[config.mk]
export PLATFORM = sky130hd
export DESIGN_NAME = vga_zoom_reader
export DESIGN_NICKNAME = d
export VERILOG_FILES = /design/src/rtl/vga_zoom_reader.sv
export SDC_FILE = /design/constraint.sdc
export NUM_CORES = 1
export LEC_CHECK = 0
export CORE_AREA = 2 2 99 63
export DETAILED_ROUTE_END_ITERATION = 8
export DIE_AREA = 0 0 101 65
export DONT_BUFFER_PORTS = 1
export PLACE_DENSITY = 0.74
export SLEW_MARGIN = 0
export SYNTH_ARGS = -nofsm -noshare
export SYNTH_HDL_FRONTEND = slang
export SYNTH_SLANG_ARGS = --single-unit
[constraint.sdc]
create_clock -name clk -period 14.9 [get_ports clk]
set_clock_uncertainty 0.2 [all_clocks]
set_input_delay 1.49 -clock clk [delete_from_list [all_inputs] [get_ports clk]]
set_output_delay 1.49 -clock clk [all_outputs]
set_load 0.05 [all_outputs]
[src/rtl/vga_zoom_reader.sv]
// On-the-fly nearest-neighbour zoom reader: maps VGA pixel coordinates onto a native
// IMG_W x IMG_H framebuffer, centred; optional checkerboard border via CHECKER_BG_EN.
module vga_zoom_reader #(
  parameter int               IMG_W        = 160,
  parameter int               IMG_H        = 120,
  parameter int               H_ACT        = 640,
  parameter int               V_ACT        = 480,
  parameter int               ADDR_W       = 19,
  parameter int               PIX_W        = 8,
  parameter int               RAM_LAT      = 1,
  parameter logic [PIX_W-1:0] BORDER_COLOR = '0
) (
  input  logic              clk,
  input  logic              reset,
  input  logic [1:0]        zoom_sel,
  input  logic [9:0]        pix_x,
  input  logic [9:0]        pix_y,
  input  logic              pix_valid,
  output logic [ADDR_W-1:0] rd_addr,
  output logic              rd_en,
  input  logic [PIX_W-1:0]  rd_data,
  output logic [PIX_W-1:0]  pix_out,
  output logic              pix_out_valid,
  output logic [1:0]        zoom_active,
  output logic              frame_done
);

  localparam bit          FIT2    = ((IMG_W << 1) <= H_ACT) && ((IMG_H << 1) <= V_ACT);
  localparam bit          FIT4    = ((IMG_W << 2) <= H_ACT) && ((IMG_H << 2) <= V_ACT);
  localparam logic [10:0] IMG_W11 = 11'(IMG_W);
  localparam logic [10:0] IMG_H11 = 11'(IMG_H);
  localparam logic [10:0] H_ACT11 = 11'(H_ACT);
  localparam logic [10:0] V_ACT11 = 11'(V_ACT);
  localparam logic [31:0] IMG_W32 = 32'(IMG_W);
  localparam logic [9:0]  LAST_X  = 10'(H_ACT - 1);
  localparam logic [9:0]  LAST_Y  = 10'(V_ACT - 1);

  // Reserved code and zoom factors that would overflow the active area fall back.
  function automatic logic [1:0] clamp_zoom(input logic [1:0] sel);
    logic [1:0] z;
    z = sel;
    if (z == 2'd3) z = 2'd0;
    if (z == 2'd2 && !FIT4) z = 2'd1;
    if (z == 2'd1 && !FIT2) z = 2'd0;
    return z;
  endfunction

  logic [1:0]        zoom_q, zoom_d;
  logic [ADDR_W-1:0] rd_addr_q, rd_addr_d;
  logic              frame_start, in_win, is_last;
  logic [10:0]       px, py, win_w, win_h, x_off, y_off, dx, dy;
  logic [31:0]       addr_full;
  logic [PIX_W-1:0]  border_pix;

  // Sideband delay line, index 0 is stage 1; index RAM_LAT lines up with rd_data.
  // A pixel is "valid" at the output exactly when val_q[RAM_LAT] is set; there is no backpressure.
  logic [RAM_LAT:0] win_q, val_q, last_q;

  always_comb begin
    frame_start = pix_valid && (pix_x == 10'd0) && (pix_y == 10'd0);
    zoom_d      = frame_start ? clamp_zoom(zoom_sel) : zoom_q;
    win_w       = IMG_W11 << zoom_d;
    win_h       = IMG_H11 << zoom_d;
    x_off       = (H_ACT11 - win_w) >> 1;
    y_off       = (V_ACT11 - win_h) >> 1;
    px          = {1'b0, pix_x};
    py          = {1'b0, pix_y};
    in_win      = pix_valid && (px >= x_off) && (px < x_off + win_w)
                            && (py >= y_off) && (py < y_off + win_h);
    dx          = (px - x_off) >> zoom_d;
    dy          = (py - y_off) >> zoom_d;
    addr_full   = 32'(dy) * IMG_W32 + 32'(dx);
    rd_addr_d   = in_win ? addr_full[ADDR_W-1:0] : rd_addr_q;
    is_last     = pix_valid && (pix_x == LAST_X) && (pix_y == LAST_Y);
  end

  always_ff @(posedge clk) begin
    if (reset) begin
      zoom_q    <= '0;
      rd_addr_q <= '0;
      win_q     <= '0;
      val_q     <= '0;
      last_q    <= '0;
    end else begin
      zoom_q    <= zoom_d;
      rd_addr_q <= rd_addr_d;
      win_q     <= {win_q[RAM_LAT-1:0], in_win};
      val_q     <= {val_q[RAM_LAT-1:0], pix_valid};
      last_q    <= {last_q[RAM_LAT-1:0], is_last};
    end
  end

`ifdef CHECKER_BG_EN
  logic [RAM_LAT:0] chk_q;

  always_ff @(posedge clk) begin
    if (reset) chk_q <= '0;
    else       chk_q <= {chk_q[RAM_LAT-1:0], pix_x[3] ^ pix_y[3]};
  end

  always_comb begin
    border_pix = chk_q[RAM_LAT] ? ~BORDER_COLOR : BORDER_COLOR;
  end
`else
  always_comb begin
    border_pix = BORDER_COLOR;
  end
`endif

  always_comb begin
    pix_out = '0;
    if (win_q[RAM_LAT])      pix_out = rd_data;
    else if (val_q[RAM_LAT]) pix_out = border_pix;
  end

  assign rd_addr       = rd_addr_q;
  assign rd_en         = win_q[0];
  assign pix_out_valid = val_q[RAM_LAT];
  assign frame_done    = last_q[RAM_LAT];
  assign zoom_active   = zoom_q;

endmodule

==> results_dict.tcl <==
set metrics [dict create \
    synthCells 428 \
    die_h_um 65 \
    postRouteAntennaNets 0 \
    cp.depth 27 \
    antenna_found_initial 0 \
    die_w_um 101 \
    r2r-end "rd_addr[15]" \
    crit_fanout 26 \
    io_buffer_count 0 \
    fin_crit_ns 8.88 \
    numCtsBuffers 3 \
    setup_viol 0 \
    ctsHoldBuffers 0 \
    cts_resized 0 \
    holdPathStages 1 \
    synth_area_um2 3260 \
    clockBufferDepth 2 \
    finalCoreUtilization 0.579 \
    async_flop_share 0 \
    yosysTopAreaCell "ha_1" \
    die_area_um2 6570 \
    routed_wl_um 8110 \
    worstSetupStartpoint "pix_x[4]" \
    place.gp.congestion 0.953 \
    hold_ws_ns 0.251 \
    grt_pass1_wl_um 13600 \
    crit_family "simple AND/OR/NAND/NOR gates" \
    ir_drop_v 0.0000452 \
    cts_tree "built" \
    vias 3086 \
    crit_slowest_cell "or4b_1" \
    synth_commonest_cells "50 x ha_1, 47 x nor2_1, 46 x nand2_1" \
    critPathMaxStageDelay_ns 0.60 \
    status "finished clean" \
    crit_required_ns 14.90 \
    grt_overflow 0 \
    crit_top_cell "ha_1" \
    synth_area_leaders "ha_1 19%, dfxtp_1 17%, nor2_1 5.4%, nand2_1 5.3%, mux2i_1 4.6%" \
    syn_area_per_cell_um2 7.62 \
    clock_latency_ns 0.27 \
    row_count 22 \
    fin_crit_sh 0.596 \
    diodes 0 \
    endpoint_kind "register" \
    rrSetupSlack_ns 7.35 \
    worst_setup_path_start_kind "input port" \
    hold_viol_final 0 \
    core_um2 5780 \
    dp_hpwl_um 6610 \
    drive_above_1_share 0.0430 \
    grt_pass1_vias 2872 \
    drcViolationCount 0 \
    maxCapViolCount 0 \
    drt-pass1-iter-count 5 \
    ctsRootBufferMaster "clkbuf_8" \
    yosys_most_used_dff "dfxtp_1" \
    worst_slew_pin_slew_ns 0.886 \
    synth_edf_count 0 \
    grt_setup_unrepaired "no" \
    grt_start_max_net_pins 28 \
    crit_type "in2reg" \
    cts_setup_buffers 0 \
    cellLeakagePower_nw 1.40 \
    slew_headroom 0.408 \
    cp.arrival_ns 8.88 \
    htreeDepth 1 \
    min_path_type "reg2reg" \
    cp-endpoint "rd_addr[15]" \
    ff2ff_path_depth 25 \
    synthesis.nets 513 \
    synth-seq-area-share 0.166 \
    grt_usage 0.254 \
    fin_nets 505 \
    io_pins 65 \
    synthDistinctLibCells 64 \
    wl_per_cell_um 16.5 \
    first_iter_violations 208 \
    max_freq_mhz 113 \
    final.setup.tns_ns 0 \
    synth_most_common_cell "ha_1" \
    regToRegStartpoint "zoom_active[1]" \
    synth_warnings 0 \
    yosys.area.top_type_share 0.192 \
    synth-seq-cells 27 \
    clk_pin_slew_ns 0.10 \
    power-per-cell-area_nw_per_um2 73.0 \
    finalPower_w 0.000244 \
    initial_utilization 0.564 \
    area_delta_synth_final_pct 2.65 \
    cts.sinks 27 \
    worst-path-buf-inv 3 \
    slew_violations 0 \
    via_per_inst 6.29 \
]
state kept, by name (all words and copies together), names as in the netlist:
| signal | flops |
|---|---|
| rd_addr | 19 |
| last_q | 2 |
| val_q | 2 |
| win_q | 2 |
| zoom_active | 2 |
area by class of cell:
| class | instances | area (um^2) |
|---|---|---|
| inverter | 20 | 75.1 |
| multi-input combinational | 366 | 2580 |
| clock inverter | 1 | 7.51 |
| tap | 72 | 90.1 |
| clock buffer | 3 | 41.3 |
| fill | 521 | 2430 |
| sequential | 27 | 541 |
| timing repair buffer | 2 | 15.0 |
power by group:
part / internal (W) / leakage [nW] / switching, W
logic: 0.0000525 / 1.16 / 0.0000701
clock network: 0.0000190 / 0.0217 / 0.0000244
registers: 0.0000735 / 0.218 / 0.00000496
per-stage QoR:
stage | area [um^2] | std cells | worst slack [ns]
2_1_floorplan | 3260 | 428 | 6.95
6_report | 3350 | 491 | 6.02
5_1_grt | 3350 | 491 | 5.39
3_5_place_dp | 3300 | 487 | 5.83
4_1_cts | 3350 | 491 | 6.09
3_3_place_gp | 3300 | 487 | 5.96
cell usage in the layout (no fill, tap or decap), types with 5 or more instances in the layout:
master and n:
or3_1 9, xor2_1 5, ha_1 50, and2_1 12
nor2_1 47, mux2i_1 15, nand2_1 46, o21a_1 13
a211oi_1 10, xnor2_1 10, dfxtp_1 27, a21oi_1 26
nand3_1 10, o21ai_0 19, nor2b_1 9, nor3_1 16
inv_1 18
worst min path at each step:
stage	slack [ns]	endpoint	start
after floorplan	0.21	last_q[1]	last_q[0]
after global placement	0.23	last_q[1]	last_q[0]
after detailed placement	0.23	last_q[1]	last_q[0]
after CTS	0.25	last_q[1]	last_q[0]
after global routing	0.27	val_q[1]	val_q[0]
final	0.25	last_q[1]	last_q[0]
cell families after synthesis:
logic type / count (synthesis) / share of synthesized area
AND/OR/NAND/NOR: 175 / 0.276
AO/OA/AOI/OAI: 106 / 0.218
adder cells (fa/ha/maj): 53 / 0.208
buffers and inverters: 35 / 0.0438
flip-flops: 27 / 0.166
XOR/XNOR: 15 / 0.0403
multiplexers: 15 / 0.0461
other: 2 / 0.00230
per-layer routing:
layer	track usage	vias to the layer above	part of all wire
met3	0.0518	4	0.085
met4	0.0321	0	0.0033
met2	0.382	131	0.40
li1	-	1538	-
met5	0	-	0
met1	0.381	1413	0.51
No activity file was read; power rests on OpenSTA's default activity.
